### config.mk
export PLATFORM = sky130hd
export DESIGN_NAME = lvds_frame_sched
export DESIGN_NICKNAME = d
export VERILOG_FILES = /design/src/rtl/lvds_frame_sched.sv
export SDC_FILE = /design/constraint.sdc
export NUM_CORES = 1
export LEC_CHECK = 0
export ABC_CLOCK_PERIOD_IN_PS = 2700
export BUFFER_PORTS_ARGS = -buffer_cell sky130_fd_sc_hd__buf_2
export CORE_ASPECT_RATIO = 1.75
export CORE_MARGIN = 1
export CORE_UTILIZATION = 45
export CTS_CLUSTER_DIAMETER = 150
export DETAILED_ROUTE_END_ITERATION = 8
export SKIP_LAST_GASP = 1
export SLEW_MARGIN = 20
export SYNTH_ARGS = -nofsm -noshare
export SYNTH_HDL_FRONTEND = slang
export SYNTH_SLANG_ARGS = --single-unit
### constraint.sdc
create_clock -name clk -period 2.7 [get_ports clk]
set_input_delay 0.27 -clock clk [delete_from_list [all_inputs] [get_ports clk]]
set_output_delay 0.27 -clock clk [all_outputs]
set_load 0.05 [all_outputs]
### src/rtl/lvds_frame_sched.sv
// Burst scheduler for a 2-lane LVDS link: each frame sends a 2-byte sync header, then
// FRAME_BYTES payload bytes. Bytes go out as 4 nibble phases; a gap separates frames.
module lvds_frame_sched #(
  parameter int unsigned FRAME_BYTES = 896,
  parameter int unsigned FRAME_NUM   = 10,
  parameter int unsigned GAP_CYC     = 16,
  parameter logic [15:0] SYNC_WORD   = 16'hEB90
) (
  input  logic        clk,
  input  logic        rst,
  input  logic        start,
  input  logic        abort,
  input  logic [7:0]  byte_data,
  input  logic        byte_valid,
  output logic        byte_ready,
  output logic        data0,
  output logic        data1,
  output logic        flag,
  output logic        busy,
  output logic        frame_start,
  output logic        done,
  output logic [15:0] frame_idx
);

  typedef enum logic [2:0] {IDLE, HEAD, PAYLOAD, GAP, DONE} state_t;

  localparam logic [15:0] LAST_BYTE  = 16'(FRAME_BYTES - 1);
  localparam logic [15:0] LAST_FRAME = 16'(FRAME_NUM - 1);
  localparam logic [7:0]  LAST_GAP   = 8'(GAP_CYC - 1);

  state_t      state;
  logic [15:0] pay_cnt;
  logic        pay_last;
  logic        hdr_sel;
  logic [7:0]  gap_cnt;
  logic [7:0]  sh;
  logic [1:0]  ph;
  logic        full;
  logic        load_pt;
  logic        xfer;

  // A new byte can enter when the serializer is empty or shifting out its last phase.
  assign load_pt    = !full || (ph == 2'd3);
  assign byte_ready = (state == PAYLOAD) && !pay_last && load_pt;
  assign xfer       = byte_valid && byte_ready;

  always_ff @(posedge clk) begin
    if (rst || abort) begin
      state       <= IDLE;
      pay_cnt     <= '0;
      pay_last    <= 1'b0;
      hdr_sel     <= 1'b0;
      gap_cnt     <= '0;
      sh          <= '0;
      ph          <= '0;
      full        <= 1'b0;
      data0       <= 1'b0;
      data1       <= 1'b0;
      flag        <= 1'b0;
      busy        <= 1'b0;
      frame_start <= 1'b0;
      done        <= 1'b0;
      frame_idx   <= '0;
    end else begin
      frame_start <= 1'b0;
      done        <= 1'b0;
      // Lanes show the serializer contents one cycle after they are loaded.
      data0 <= full & sh[ph];
      data1 <= full & sh[{1'b1, ph}];
      flag  <= full;
      if (full && ph != 2'd3) ph <= ph + 2'd1;

      case (state)
        IDLE: begin
          if (start) begin
            state       <= HEAD;
            busy        <= 1'b1;
            frame_start <= 1'b1;
            frame_idx   <= '0;
            hdr_sel     <= 1'b0;
          end
        end
        HEAD: begin
          if (load_pt) begin
            full    <= 1'b1;
            ph      <= 2'd0;
            sh      <= hdr_sel ? SYNC_WORD[7:0] : SYNC_WORD[15:8];
            hdr_sel <= 1'b1;
            if (hdr_sel) begin
              state    <= PAYLOAD;
              pay_cnt  <= '0;
              pay_last <= 1'b0;
            end
          end
        end
        PAYLOAD: begin
          if (xfer) begin
            sh   <= byte_data;
            full <= 1'b1;
            ph   <= 2'd0;
            if (pay_cnt == LAST_BYTE) pay_last <= 1'b1;
            else                      pay_cnt  <= pay_cnt + 16'd1;
          end else if (full && ph == 2'd3) begin
            full <= 1'b0;
          end
          // Intermediate frames hand over to the gap as the last phase leaves;
          // the final frame waits until the lanes are quiet before signalling done.
          if (pay_last && frame_idx != LAST_FRAME && full && ph == 2'd3) begin
            state   <= GAP;
            gap_cnt <= '0;
          end
          if (pay_last && frame_idx == LAST_FRAME && !full) begin
            state <= DONE;
            done  <= 1'b1;
          end
        end
        GAP: begin
          gap_cnt <= gap_cnt + 8'd1;
          if (gap_cnt == LAST_GAP) begin
            // First header byte loads on entry so the gap stays exactly GAP_CYC lane cycles.
            state       <= HEAD;
            frame_start <= 1'b1;
            frame_idx   <= frame_idx + 16'd1;
            full        <= 1'b1;
            ph          <= 2'd0;
            sh          <= SYNC_WORD[15:8];
            hdr_sel     <= 1'b1;
          end
        end
        DONE: begin
          state <= IDLE;
          busy  <= 1'b0;
        end
        default: state <= IDLE;
      endcase
    end
  end

endmodule

=== Yosys cells after proc, flatten, opt, wreduce, memory -nomap -nowiden ===
Index checks and enable logic that the tools add are counted.

* Input port bits: 13
* Word-level logic and storage cells: 124
* Output and inout bits: 23
* Bits in registers: 62

* Bitwise logic cells: 3
* Multiplexer cells: 49
* Add/sub/neg operators: 4
* Reduce and logical (&&, ||, !) cells: 31
* Magnitude comparators: 2
* Equal/unequal tests: 20

{| class="wikitable"
|+ Operators by type and width
! cell !! count
|-
| $mux 16 || 6
|-
| $pmux 16 s2 || 2
|-
| $add 16x1->16 const B || 2
|-
| $mux 8 || 4
|-
| $pmux 8 s3 || 1
|-
| $mux 3 || 6
|-
| $eq 16x10->1 const B || 1
|-
| $eq 16x4->1 const B || 1
|-
| $ne 16x4->1 const B || 1
|-
| $pmux 8 s2 || 1
|-
| $mux 1 || 15
|-
| $reduce_and 5->1 || 3
|-
| $ne 2x2->1 const B || 7
|-
| $pmux 3 s4 || 1
|-
| $reduce_and 4->1 || 3
|-
| $logic_and 1x1->1 || 10
|-
| $add 8x1->8 const B || 1
|-
| $eq 8x4->1 const B || 1
|-
| $mux 2 || 4
|-
| $reduce_bool 2->1 || 4
|-
| $mux 7 || 1
|-
| $eq 3x2->1 const B || 2
|-
| $pmux 1 s2 || 3
|-
| $pmux 1 s3 || 2
|-
| other kinds (20) || 27
|}

=== Longest topological paths before layout ===
Gate-level depths: netlist of run 1.

* Word-level depth: 7
* Depth in mapped cells: 9
* Gate-level depth less buffers: 7

=== Worst setup path before layout of run 1 ===
No wires, ideal clock.

* Path type: register to output
* Start point: reg ph[0]
* End point: out byte_ready
* Path slack: 0.414 ns
* Path buffers: 1
* Cell stages (with the launch flop): 6
* Data arrival time: 2.016 ns
* Data required time: 2.430 ns
* Cells stage by stage: dfxtp_1 -> ha_1 -> nand2b_1 -> buf_6 -> inv_1 -> nor3_1

* Longest elaborated chain between the ends: 3

{| class="wikitable"
|+ RTL lines
! what !! line !! source
|-
| from (decl) || 37 || <nowiki>logic [1:0] ph;</nowiki>
|-
| from (signal assigned) || 71 || <nowiki>if (full && ph != 2'd3) ph <= ph + 2'd1;</nowiki>
|-
| $eq 2x2->1 || 43 || <nowiki>assign load_pt = !full || (ph == 2'd3);</nowiki>
|-
| $logic_or 1x1->1 || 43 ||
|-
| $logic_and 1x1->1 || 44 || <nowiki>assign byte_ready = (state == PAYLOAD) && !pay_last && load_pt;</nowiki>
|-
| to (decl) || 15 || <nowiki>output logic byte_ready,</nowiki>
|}

Every way passes these cells.

=== Final worst setup path of run 1 ===
* Start point: reg ph[0]
* End point: reg pay_cnt[15]

* Longest elaborated chain between the ends: 6
* Elaborated cells on any way between the ends: 7
* Those cells by class: eq/ne: 3; reduce/logical: 4

{| class="wikitable"
|+ RTL lines
! what !! line !! source
|-
| $eq 2x2->1 (*) || 43 ||
|-
| $logic_or 1x1->1 (*) || 43 ||
|-
| $logic_and 1x1->1 || 44 ||
|-
| $logic_and 1x1->1 || 45 || <nowiki>assign xfer = byte_valid && byte_ready;</nowiki>
|-
| $ne 2x2->1 (no line) || n/a ||
|-
| $reduce_and 5->1 (no line) (*) || n/a ||
|-
| to (signal assigned) || 102 || <nowiki>else pay_cnt <= pay_cnt + 16'd1;</nowiki>
|-
| to (decl) || 32 || <nowiki>logic [15:0] pay_cnt;</nowiki>
|}

Every way passes the cells marked *; elsewhere a longest branch is shown, timed or not.
A chain may end at the register's enable or synchronous reset.

==> results of run 1 <==
## final cells by class
class	count	share of cell area, %
clock inverters	2	0.277
inverters	4	0.416
flip-flops and latches	62	34.4
well taps	82	2.84
repair buffers	45	6.93
multi-input cells	270	48.3
clock buffers	12	6.83
## worst max-delay path, delay by kind of cell, from the launching register on
family | cells | cell delay [ps]
AOI/OAI and AO/OA | 1 | 240
DFF | 1 | 410
adders and majority gates | 1 | 210
and+or+nand+nor | 4 | 1000
buffers and inverters | 2 | 390
## layer usage
metal  vias to the layer above  wire length, um
met4                         0              171
met1                      1301             2950
li1                       1391                -
met3                        12              267
met2                        54             3930
met5                         -                0
## registers in the layout, summed over array words and instances, names as in the netlist
signal       flops
data1            1
hdr_sel          1
flag             1
frame_idx       16
full             1
pay_cnt         16
pay_last         1
sh               8
done             1
frame_start      1
busy             1
ph               2
data0            1
gap_cnt          8
state            3
## cell families after synthesis
group	share of synthesized area, %
buf+inv	4.26
compound gates	14.9
flops	39.8
mux	2.09
simple gates	31.2
xor+xnor	5.34
fa+ha+maj	2.41
## report_power, final
| group | internal (uW) | switching [uW] |
|---|---|---|
| clock network | 631 | 376 |
| registers | 926 | 11.4 |
| logic | 42.0 | 74.0 |
| total | 1600 | 462 |
## path summary, 6_finish.rpt
kind | slack [ps] | cells past startpoint | end
worst max-delay path | 400 | 8 | pay_cnt[15]
worst min-delay path | 180 | 3 | sh[2]
worst max register to register | 400 | 8 | pay_cnt[15]
worst min register to register | 480 | 2 | sh[2]
## layout by cell type (no fill, tap or decap), types with 2 or more instances in the layout
cell type and count:
clkbuf_1 2, nand2b_1 5, o211ai_1 4, nand4_1 11
o21ai_0 13, clkinv_2 2, nor2b_1 4, and4_1 2
buf_2 35, a31oi_1 5, nand3_1 19, o31ai_1 2
and2_1 2, a311oi_1 2, and3_1 11, dfxtp_1 62
or3_1 6, a21oi_1 20, nor2_1 44, xnor2_1 12
or4_1 4, clkbuf_16 9, nor4b_1 5, ha_1 6
mux2i_1 2, nor3_1 16, nor3b_1 5, mux4_2 2
inv_1 4, nand2_1 22, nor4_1 10, buf_4 10
a211oi_1 10, xor2_1 7
## stage by stage
stage / power (uW) / hold slack, ps
global route: 2150 / 193
finish: 2060 / 182
floorplan: 1040 / 413
CTS: 2100 / 165
global placement: 1070 / 465
detailed placement: 1070 / 476
==> impl_metrics.py, run 1 <==
metrics = {
    "die": {
        "dieHeight_um": 112,
        "design.die.area_sq_um": 7280,
        "die_x_um": 64.9,
        "initial_utilization_pct": 47.3,
        "rows": 39,
        "core_area_sq_um": 6590,
        "io_pins": 36,
    },
    "timing": {
        "period_share_pct": 85.2,
        "setup_viol": 0,
        "setup_ws_ps": 400,
        "worstMarginPinSlew_ps": 573,
        "grt_setup_unrepaired": "false",
        "layout_min_cycle_time_ps": 2300,
        "maxSlewViolCount": 0,
        "hold_viol": 0,
        "final.setup.tns_ps": 0,
        "maxSlewHeadroom_pct": 61.8,
        "fin_worst_skew_ps": 5.51,
        "clock.fmax_mhz": 435,
    },
    "route": {
        "drt_iter0_drc": 157,
        "wl_per_cell_um": 15.4,
        "drc": 0,
        "num_vias": 2758,
        "avgViaCountPerCell": 5.78,
        "drt-pass1-iter-count": 4,
        "ant_nets": 0,
        "finalWirelength_mm": 7.32,
    },
    "synth": {
        "synth_ff_type": "dfxtp_1",
        "syn_nets": 374,
        "synth_commonest_cells": "dfxtp_1 (62), nor2_1 (44), nand2_1 (22)",
        "async_flop_share_pct": 0,
        "synth_most_common_cell": "dfxtp_1",
        "synth.distinct_cells": 52,
        "ys.warnings.count": 0,
        "ys_seq_area_share_pct": 39.8,
        "syn_inst": 355,
        "synth_top_cell_by_area": "dfxtp_1",
        "syn_area_sq_um": 3120,
        "synth_edf_count": 0,
        "synth_top_cell_area_share_pct": 39.8,
        "syn_area_per_cell_sq_um": 8.78,
        "synthTopCellsByArea": "dfxtp_1 (40%), nor2_1 (5.3%), xnor2_1 (3.4%)",
        "synth-seq-cells": 62,
    },
    "global_route": {
        "grt_pass1_wl_mm": 12.6,
        "grt_max_degree": 27,
        "use_met1_pct": 24.0,
        "grt_use_total_pct": 22.7,
        "use_met2_pct": 40.4,
        "grt-busiest-layer": "met2",
        "grt_pass1_vias": 2665,
        "met3_usage_pct": 5.59,
        "grt_overflow": 0,
        "antenna_found_initial": 0,
    },
    "setup_path": {
        "endpoint_kind": "flip-flop",
        "cp-start-kind": "flip-flop",
        "critPathArrivalTime_ps": 2570,
        "slowest_delay_ps": 490,
        "criticalPathCategory": "reg -> reg",
        "cp.required_ps": 2970,
        "slowest_stage": "or4_1",
        "rr_startpoint": "ph[0]",
        "cp_max_fo": 7,
        "startpoint": "ph[0]",
        "crit_chain": "ha_1 -> nand2b_1 -> inv_1 -> a211oi_4 -> buf_4 -> nand4_1 -> or4_1 -> nand2_1",
    },
    "outcome": {
        "outcome": "complete, no violations",
    },
    "layout": {
        "final_nets": 411,
        "multi_input_area_sq_um": 1740,
        "n_fill_cell": 659,
        "layout-drive-gt1-share_pct": 17.7,
        "fin_area_sq_um": 3610,
        "regArea_sq_um": 1240,
        "final_cells": 477,
        "post-route-util_pct": 54.8,
        "syn_to_final_growth_pct": 15.8,
        "diodes": 0,
    },
    "cts": {
        "htreeDepth": 3,
        "insertion_delay_ps": 330,
        "cts_tree": "yes",
        "numCtsBuffers": 9,
        "clock_path_buffers": 2,
        "post_cts_resized": 0,
        "holdBufCountCts": 0,
        "clk_pin_slew_worst_paths_ps": 50,
        "postCtsSetupBuffers": 0,
        "clock-root-buffer": "clkbuf_16",
        "clkSinkCount": 62,
    },
    "worst_hold_path": {
        "hp-start": "byte_data[2]",
        "hold_class": "in -> reg",
    },
    "place": {
        "placedInstanceArea_sq_um": 3350,
        "pre_cts_ws_ps": 410,
        "gp_congestion": 0.822,
        "hpwlAfterDp_mm": 5.34,
        "dp.cells": 463,
        "io_buffers": 35,
    },
    "pwr": {
        "peakVddDrop_v": 0.000366,
        "powerDensity_nw_per_um2": 571,
        "power.leakage_uw": 0.00133,
    },
    "run": {
        "max-cap-violations": 0,
    },
}
Note: power is estimated with default switching activity, not from simulation.
==> run 2: changes to the inputs <==
==> constraint.sdc (replaced) <==
create_clock -name clk -period 2.7 [get_ports clk]
set_input_delay 0 -clock clk [delete_from_list [all_inputs] [get_ports clk]]
set_output_delay 0 -clock clk [all_outputs]
set_load 0.05 [all_outputs]
==> run 2 against run 1 <==
Effect of this change:
- critical path depth stayed put
- setup slack worse by 13 ps
- non-clock buffer count is 5 higher
- critical path type unchanged
- flip-flop and latch count stayed put
- largest power group unchanged
- first-iteration DRC count is 15% higher
- utilization is 1.7 points higher
- maximum frequency is 0.55% lower
- register-to-register slack hardly changed
- largest cell class unchanged
==> impl_metrics.py, run 2 (synthesis gave the netlist of run 1 again) <==
metrics = {
    "outcome": {
        "outcome": "complete, no violations",
    },
    "pwr": {
        "p_seq_share_pct": 41.1,
        "p_switching_uw": 481,
        "pwr-share-clk_pct": 53.6,
        "finalPower_uw": 2280,
        "internal_power_uw": 1800,
        "powerDensity_nw_per_um2": 613,
        "peakVddDrop_v": 0.000407,
        "power.leakage_uw": 0.00138,
        "swShare_pct": 21.1,
        "combPwrFrac_pct": 5.2,
    },
    "cts": {
        "clock_path_buffers": 2,
        "htreeDepth": 3,
        "numCtsBuffers": 9,
        "clk_pin_slew_worst_paths_ps": 50,
        "holdBufCountCts": 7,
        "insertion_delay_ps": 330,
        "postCtsSetupBuffers": 0,
        "clock-root-buffer": "clkbuf_16",
        "post_cts_resized": 0,
        "clkSinkCount": 62,
        "cts_tree": "yes",
    },
    "global_route": {
        "grt_pass1_vias": 2680,
        "grt_pass1_wl_mm": 12.2,
        "grt_max_degree": 27,
        "grt_overflow": 0,
        "grt_use_total_pct": 21.8,
        "antenna_found_initial": 0,
    },
    "die": {
        "design.die.area_sq_um": 7280,
        "rows": 39,
        "core_area_sq_um": 6590,
        "io_pins": 36,
        "initial_utilization_pct": 47.3,
        "dieHeight_um": 112,
        "die_x_um": 64.9,
    },
    "timing": {
        "grt_setup_unrepaired": "false",
        "final.setup.tns_ps": 0,
        "setup_viol": 0,
        "period_share_pct": 85.7,
        "maxSlewViolCount": 0,
        "layout_min_cycle_time_ps": 2310,
        "clock.fmax_mhz": 432,
        "fin_worst_skew_ps": 6.06,
        "whs_ps": 65.4,
        "maxSlewHeadroom_pct": 59.1,
        "hold_viol": 0,
        "worstMarginPinSlew_ps": 613,
    },
    "place": {
        "hpwlAfterDp_mm": 5.18,
        "placedInstanceArea_sq_um": 3340,
        "io_buffers": 35,
        "gp_congestion": 0.833,
    },
    "layout": {
        "post-route-util_pct": 56.5,
        "reg.largest.list": "frame_idx: 16 flops, pay_cnt: 16 flops",
        "syn_to_final_growth_pct": 19.5,
        "diodes": 0,
        "layout-drive-gt1-share_pct": 17.4,
        "mostFrequentLayoutCell": "dfxtp_1",
        "final_nets": 416,
        "fin_area_sq_um": 3720,
        "layout_common_cells": "dfxtp_1 (62), nor2_1 (44), buf_2 (35)",
    },
    "route": {
        "drt-pass1-iter-count": 4,
        "num_vias": 2787,
        "drc": 0,
        "ant_nets": 0,
        "wl_per_cell_um": 15.0,
        "avgViaCountPerCell": 5.76,
        "finalWirelength_mm": 7.27,
        "drt_iter0_drc": 180,
    },
    "setup_path": {
        "cp.required_ps": 2970,
        "cp_max_fo": 7,
        "endpoint_kind": "flip-flop",
        "criticalPathCategory": "reg -> reg",
        "critPathArrivalTime_ps": 2580,
        "slowest_stage": "or4_1",
        "cp-start-kind": "flip-flop",
        "crit_chain": "ha_1 -> nand2b_1 -> inv_1 -> a211oi_4 -> buf_4 -> nand4_1 -> or4_1 -> nand2_1",
        "slowest_delay_ps": 490,
        "rr_worst_depth": 8,
    },
    "worst_hold_path": {
        "holdPathStages": 3,
        "hold_class": "in -> reg",
    },
    "run": {
        "max-cap-violations": 0,
    },
}
[run 2: changes by cell type in the layout (fill, tap and decap cells not counted)]
cell	previous run	this run
dlygate4sd3_1	0	7
buf_4	10	8
bufinv_16	0	2
[run 2: layout make-up]
type | instances | area (sq um)
Inverter | 4 | 15.0
Clock inverter | 4 | 70.1
Sequential cell | 62 | 1240
Clock buffer | 12 | 246
Tap cell | 82 | 103
Fill cell | 606 | 2860
Multi-Input combinational cell | 270 | 1740
Timing Repair Buffer | 50 | 305
[run 2: layer usage]
layer	up-vias	routed length, um	global-route usage, %
li1	1394	-	-
met3	15	232	5.08
met1	1308	3040	23.5
met2	70	3830	38.5
met4	0	157	11.1
met5	-	0	0
[run 2: final timing paths]
path / from / end / slack, ps
worst max-delay path: ph[0] / pay_cnt[15] / 390
worst min-delay path: start / busy / 70
worst min register to register: sh[2] / sh[2] / 470
worst max register to register: ph[0] / pay_cnt[15] / 390
[run 2: power by group through the flow]
stage	clock [uW]	combinational [uW]	sequential (uW)
floorplan	0	86.0	955
global placement	0	112	957
detailed placement	0	112	958
CTS	1250	120	938
global route	1290	132	940
finish	1220	119	939
[run 2: through the flow]
step	worst slack, ps	std cells
after floorplan	580	355
after global placement	517	461
after detailed placement	403	461
after CTS	391	484
after global routing	176	484
final	387	484
[run 2: critical path: cells and delay by family, from the launching register on]
| kind | cells | cell delay [ps] |
|---|---|---|
| simple gates | 4 | 980 |
| buf+inv | 2 | 400 |
| fa+ha+maj | 1 | 220 |
| flops | 1 | 410 |
| compound gates | 1 | 250 |
